### src/rtl/mac_pkg.sv
// Shared MAC definitions: arbitration mode encodings and the channel-index width helper.
package mac_pkg;

  localparam int ARB_FIXED = 32'sd0;
  localparam int ARB_RR    = 32'sd1;

  function automatic int chan_w(input int n);
    return (n > 32'sd1) ? $clog2(n) : 32'sd1;
  endfunction

endpackage

### src/rtl/mac_rr_pick.sv
// One-hot grant picker: fixed priority from channel 0, or a wrapping scan
// starting at the round-robin pointer.
module mac_rr_pick
  import mac_pkg::*;
#(
  parameter int CHANNELS = 4,
  parameter int MODE     = ARB_FIXED,
  parameter int CW       = chan_w(CHANNELS)
) (
  input  logic [CHANNELS-1:0] req,
  input  logic [CW-1:0]       start,
  output logic [CHANNELS-1:0] gnt
);

  logic [CW-1:0] idx_s;
  logic          found_s;

  // Walk the candidates in priority order and grant the first requester.
  always_comb begin
    gnt     = '0;
    found_s = 1'b0;
    idx_s   = '0;
    for (int i = 32'sd0; i < CHANNELS; i++) begin
      if (MODE == ARB_RR) begin
        idx_s = CW'((int'(start) + i) % CHANNELS);
      end else begin
        idx_s = CW'(i);
      end
      if (!found_s && req[idx_s]) begin
        gnt[idx_s] = 1'b1;
        found_s    = 1'b1;
      end else begin
        found_s = found_s;
      end
    end
  end

endmodule

### src/rtl/mac_operand_arb.sv
// Operand arbiter: picks one of CHANNELS valid/ready inputs and registers the
// selected operand and its channel index into a single output beat.
module mac_operand_arb
  import mac_pkg::*;
#(
  parameter int WIDTH    = 8,
  parameter int CHANNELS = 4,
  parameter int MODE     = ARB_FIXED,
  parameter int CW       = chan_w(CHANNELS)
) (
  input  logic                      clk,
  input  logic                      rst_n,
  input  logic [CHANNELS*WIDTH-1:0] in_data,
  input  logic [CHANNELS-1:0]       in_valid,
  output logic [CHANNELS-1:0]       in_ready,
  input  logic                      lock,
  output logic [WIDTH-1:0]          out_data,
  output logic [CW-1:0]             out_chan,
  output logic                      out_valid,
  input  logic                      out_ready
);

  logic [CW-1:0]       rr_ptr_r;
  logic [CW-1:0]       last_chan_r;
  logic                load_en_s;
  logic                lock_hit_s;
  logic [CHANNELS-1:0] req_s;
  logic [CHANNELS-1:0] gnt_s;
  logic [CW-1:0]       sel_chan_s;
  logic [WIDTH-1:0]    sel_data_s;
  logic                xfer_s;
  logic [CW-1:0]       next_ptr_s;

  // A held lock narrows the request set to the last accepted channel.
  always_comb begin
    lock_hit_s = lock && in_valid[last_chan_r];
    req_s      = in_valid;
    if (lock_hit_s) begin
      req_s              = '0;
      req_s[last_chan_r] = 1'b1;
    end else begin
      req_s = in_valid;
    end
  end

  mac_rr_pick #(
    .CHANNELS (CHANNELS),
    .MODE     (MODE),
    .CW       (CW)
  ) u_pick (
    .req   (req_s),
    .start (rr_ptr_r),
    .gnt   (gnt_s)
  );

  assign load_en_s = !out_valid || out_ready;

  // Grants are only exposed when the output register can take the beat.
  always_comb begin
    if (load_en_s && rst_n) begin
      in_ready = gnt_s;
    end else begin
      in_ready = '0;
    end
  end

  assign xfer_s = |in_ready;

  // The grant is one-hot, so OR-ing masked slices yields the selected operand.
  always_comb begin
    sel_chan_s = '0;
    sel_data_s = '0;
    for (int i = 32'sd0; i < CHANNELS; i++) begin
      sel_chan_s = sel_chan_s | (CW'(i) & {CW{gnt_s[i]}});
      sel_data_s = sel_data_s | (in_data[i*WIDTH +: WIDTH] & {WIDTH{gnt_s[i]}});
    end
  end

  // Pointer moves one past the accepted channel, wrapping at the top.
  always_comb begin
    if (sel_chan_s == CW'(CHANNELS - 32'sd1)) begin
      next_ptr_s = '0;
    end else begin
      next_ptr_s = sel_chan_s + CW'(1'b1);
    end
  end

  // Output beat, arbitration pointer and lock history.
  always_ff @(posedge clk or negedge rst_n) begin
    if (!rst_n) begin
      out_valid   <= 1'b0;
      out_data    <= '0;
      out_chan    <= '0;
      rr_ptr_r    <= '0;
      last_chan_r <= '0;
    end else if (xfer_s) begin
      out_valid   <= 1'b1;
      out_data    <= sel_data_s;
      out_chan    <= sel_chan_s;
      rr_ptr_r    <= next_ptr_s;
      last_chan_r <= sel_chan_s;
    end else if (out_ready) begin
      out_valid <= 1'b0;
    end
  end

endmodule
### config.mk
export PLATFORM = sky130hd
export DESIGN_NAME = mac_operand_arb
export DESIGN_NICKNAME = d
export VERILOG_FILES = /design/src/rtl/mac_pkg.sv /design/src/rtl/mac_rr_pick.sv /design/src/rtl/mac_operand_arb.sv
export SDC_FILE = /design/constraint.sdc
export NUM_CORES = 1
export LEC_CHECK = 0
export ABC_AREA = 1
export CAP_MARGIN = 30
export CORE_MARGIN = 1.5
export CORE_UTILIZATION = 39
export CTS_BUF_LIST = sky130_fd_sc_hd__clkbuf_2
export CTS_CLUSTER_DIAMETER = 80
export CTS_CLUSTER_SIZE = 20
export DETAILED_ROUTE_END_ITERATION = 10
export PLACE_DENSITY = 0.82
export REMOVE_ABC_BUFFERS = 1
export SLEW_MARGIN = 10
export SYNTH_ARGS = -nofsm -noshare
export SYNTH_HDL_FRONTEND = slang
export SYNTH_SLANG_ARGS = --single-unit
### constraint.sdc
create_clock -name clk -period 2.2 [get_ports clk]
set_input_delay 0.44 -clock clk [delete_from_list [all_inputs] [get_ports clk]]
set_output_delay 0.44 -clock clk [all_outputs]
set_load 0.02 [all_outputs]
Yosys cells after proc, flatten, opt, wreduce, memory -nomap -nowiden
Index checks and enable logic that the tools add are counted.
Operators by class
  $lt $le $gt $ge: 2
  bitwise gates (word level): 9
  reduce and logical (&&, ||, !) cells: 13
  multiplexer cells: 15
Operators by type and width (number)
  8-bit bitwise AND: 4
  8-bit bitwise OR: 3
  4-bit 2-to-1 mux: 3
  1-bit 2-to-1 mux: 8
  1-bit logical AND: 6
  1-bit logical NOT: 4
  4-bit OR reduction: 1
  2-bit by 3-bit less-than comparator with 1-bit output, second input constant: 1
  3-bit 2-to-1 mux: 1
  1-bit binary-select mux with 2-bit select: 1
  1-bit demux with 2-bit select: 1
  2-bit by 1-bit >= comparator with 1-bit output, second input constant: 1
  2-bit 2-to-1 mux: 1
  1-bit by 2-bit bitwise OR with 2-bit output: 1
  2-bit bitwise OR: 1
  2-bit nonzero test: 1
  1-bit logical OR: 1
Storage, ports and cells
  register bits: 11
  input port bits: 40
  word-level logic and storage cells: 42
  output and inout port bits: 15

Depth between registers and ports, before layout
  depth after elaboration: 19
  gate-level depth with buffers: 14
  mapped depth without buffers: 14

Cells and area by module
A second synthesis with hierarchy kept.
Unflattened totals
  cell total of the unflattened synthesis: 141
  area, all modules: 962.2 um^2
Modules (own cells, without submodules)
  mac_operand_arb: seq. area each 325.3 um^2, instances 1, cells each 132, area an instance 924.6 um^2
  mac_rr_pick: seq. area each 0.0 um^2, instances 1, cells each 9, area an instance 37.5 um^2

Least setup slack after synthesis
OpenSTA, ideal clock, no wires.
  path type: register -> output
  start point: reg out_chan[0] (netlist name)
  end point: out in_ready[3]
  arrival time: 1729 ps
  cell stages (with the launch flop): 13
  setup slack: 31 ps
  path buffers: 0
  data required time: 1760 ps
  cells stage by stage: dfrtp_1 inv_1 nand2_1 nand2_1 nand2_2 nand2_4 nand2_4 nand2_1 nand2_1 nand2_1 inv_2 nand2_1 nor2_1
RTL lines
  to (decl): RTL line mac_operand_arb.sv:15  | output logic [CHANNELS-1:0] in_ready,

==> run summary <==
### Synthesis
- 11 — number of flip-flops and latches in the synthesized netlist
- 28.7% — portion of the post-synthesis area used by sequential elements
- 0 — yosys synthesis warning count
- 6.35 µm² — synthesized area per cell
- 958 µm² — Synth Cell Area
- 151 — post-synthesis instance total
- 17 — number of distinct library cell variants in the gate-level netlist after synthesis

### Timing
- 101% — post-route fraction of the period consumed by the critical path
- 2230 ps — minimum clock period
- 449 MHz — highest clock rate
- 57.3% — slew margin rel.
- 0 — number of slew-limit violations in the final report
- 0 — final hold violations
- yes — RSZ-0062 raised after global routing
- 636 ps — Tightest Pin Transition
- 2 — final-report setup violation count
- -28.1 ps — worst path setup slack after routing
- 5.91 ps — skew final

### Job
- 0 — number of max-capacitance violations reported

### Outcome
- complete, but fails checks — status
- negative setup slack — violated checks

### Floorplan
- 17 — cell row count
- 52.6 µm — horizontal die dimension
- 2280 µm² — Placeable Area
- 52.6 µm — die outline height
- 42.1% — Initial Util
- 55 — count of boundary I/O pins
- 2760 µm² — Die Footprint

### CTS
- 0 — number of hold buffers added after CTS
- yes — TritonCTS clock tree
- 110 ps — clock-pin slew on the worst setup and hold paths
- 11 — CTS sink cnt
- sky130_fd_sc_hd__clkbuf_2 — clock root buffer master
- 260 ps — clock latency on the worst-skew pair
- 2 — Bufs on Longest Clock Path
- 1 — # H-tree levels
- 3 — number of buffers inserted during clock tree synthesis

### Detailed routing
- 3220 µm — total wire length
- 1275 — number of vias in the routed layout
- 4.89 — number of vias per cell
- 0 — Remaining DRCs
- 6 — number of detailed-routing iterations run before antenna repair
- 0 — post-route ant nets
- 12.3 µm — Wirelength per Cell
- 26 — iteration-0 DRC count of the detailed router

### Critical path
- 6 — largest fanout on the critical path
- 1760 ps — critical path data required time
- output port — endpoint type of the worst setup path
- register to output port — Worst Path Class, Setup
- 1790 ps — critical path arrival
- register — crit start category

### GRT
- 18 — pin count of the biggest net entering global routing
- 1220 — number of global-route vias before repair
- 0 — overflow left after global routing
- 23.6% — Overall Global Routing Usage
- 0 — initial antenna violation count
- 4800 µm — first-pass GRT wire length

### Layout
- 84.5% — synthesis-to-layout area growth
- 24.9% — layout cell share with drive strength beyond 1
- 274 — number of nets at the end of the flow
- 1770 µm² — Layout Cell Area excl Fill
- 0 — diodes inserted

### Placement
- -683 ps — Post-Place Worst Slack
- 54 — input/output buffers
- 2460 µm — DP Wirelength
- 1650 µm² — dpl cell area
- 0.780 — global placer's final weighted congestion

### Min path
- register to register — worst hold path class

### Pwr
- 1140 µV — worst vdd rail ir drop
- 1.80 mW — power after layout
- 0.912 nW — standby leakage power
- 1020 nW/µm² — ratio of total power to cell area

[worst paths after layout]
path                                          from                       to  slack, ps  cells after the start
setup / recovery           out_chan[0]$_DFFE_PN0P_              in_ready[3]        -30                     12
hold / removal             out_data[2]$_DFFE_PN0P_  out_data[2]$_DFFE_PN0P_        490                      2
setup reg to reg           out_chan[0]$_DFFE_PN0P_  out_data[6]$_DFFE_PN0P_         80                     15
hold reg to reg            out_data[2]$_DFFE_PN0P_  out_data[2]$_DFFE_PN0P_        490                      2
max in group asynchronous                    rst_n  out_chan[0]$_DFFE_PN0P_       1540                      2
min in group asynchronous                    rst_n  out_data[1]$_DFFE_PN0P_        500                      2
[sequential cells by signal, summed over array words and instances, names as in the netlist]
| name | flops |
|---|---|
| out_data | 8 |
| out_chan | 2 |
| out_valid | 1 |
[synthesized netlist by cell type (all sizes together)]
library cell  count  area share, %
buf               2            2.3
clkinv            1           0.39
dfrtp            11             29
inv              15            5.9
nand2            70             32
nand3            35             19
nand3b            2            1.6
nor2             12            6.9
o21ai             2            1.0
o21bai            1            2.0
[per-stage QoR]
stage	setup TNS [ps]	hold WS, ps	std cells	utilization (%)
4_1_cts	-60.3	490	258	76.3
6_report	-34.0	488	261	77.7
5_1_grt	-342	473	261	77.7
3_3_place_gp	-2910	464	249	72.3
2_1_floorplan	-9.16	144	149	-
3_5_place_dp	-4240	464	249	72.3
[critical path: stages (launching register included)]
cell and delay, ps:
sky130_fd_sc_hd__dfrtp_2 460, sky130_fd_sc_hd__inv_2 90, sky130_fd_sc_hd__nand2_2 50, sky130_fd_sc_hd__nand2_2 70, sky130_fd_sc_hd__nand2_2 60, sky130_fd_sc_hd__nand2_4 110
sky130_fd_sc_hd__nand2_4 90, sky130_fd_sc_hd__nand2_4 80, sky130_fd_sc_hd__nand2_4 70, sky130_fd_sc_hd__nor2_8 140, sky130_fd_sc_hd__nand2_2 80, sky130_fd_sc_hd__nor2_4 100
sky130_fd_sc_hd__buf_6 130
[layout make-up]
type                            count  area [µm²]
Sequential cell                    11         277
Tap cell                           28        35.0
Multi-Input combinational cell    123         659
Timing Repair Buffer               79         717
Clock buffer                        4        20.0
Inverter                           16        60.1
Fill cell                         188         508
[layer usage]
layer	track usage, %	up-vias	share of wire, %
li1	-	643	-
met1	24.0	569	40
met2	44.4	57	51
met3	8.57	6	7.6
met4	6.84	0	1.6
met5	0	-	0
[repair_timing]
| item | 4_1_cts | 5_1_grt |
|---|---|---|
| setup buffers | 5 | 2 |
| pin swaps | 8 | 6 |
| cloned | 0 | 1 |
| endpoints found under the setup margin | 4 | 15 |
| gates resized for setup | 37 | 4 |
[report_power, final]
part | internal [mW] | switching, mW | leakage (nW)
logic | 0.605 | 0.728 | 0.758
registers | 0.290 | 0.0678 | 0.137
clock network | 0.0483 | 0.0661 | 0.0166
[placed cells by master (no fill, tap or decap), types with 6 or more instances in the layout]
master                            instances
sky130_fd_sc_hd__nand2_1                 56
sky130_fd_sc_hd__clkdlybuf4s50_1         45
sky130_fd_sc_hd__nand3_1                 34
sky130_fd_sc_hd__buf_4                   26
sky130_fd_sc_hd__inv_1                   13
sky130_fd_sc_hd__dfrtp_1                 10
sky130_fd_sc_hd__nand2_4                  8
sky130_fd_sc_hd__nor2_1                   7
sky130_fd_sc_hd__nand2_2                  6
[cell families (layout without fill, tap and decap cells)]
| kind of cell | after synthesis | count (layout) | share of synthesized area (%) |
|---|---|---|---|
| flip-flops | 11 | 11 | 28.7 |
| AO/OA/AOI/OAI | 3 | 4 | 3.00 |
| AND/OR/NAND/NOR | 119 | 119 | 59.7 |
| buffers and inverters | 18 | 99 | 8.62 |
No activity file was read; power rests on OpenSTA's default activity.
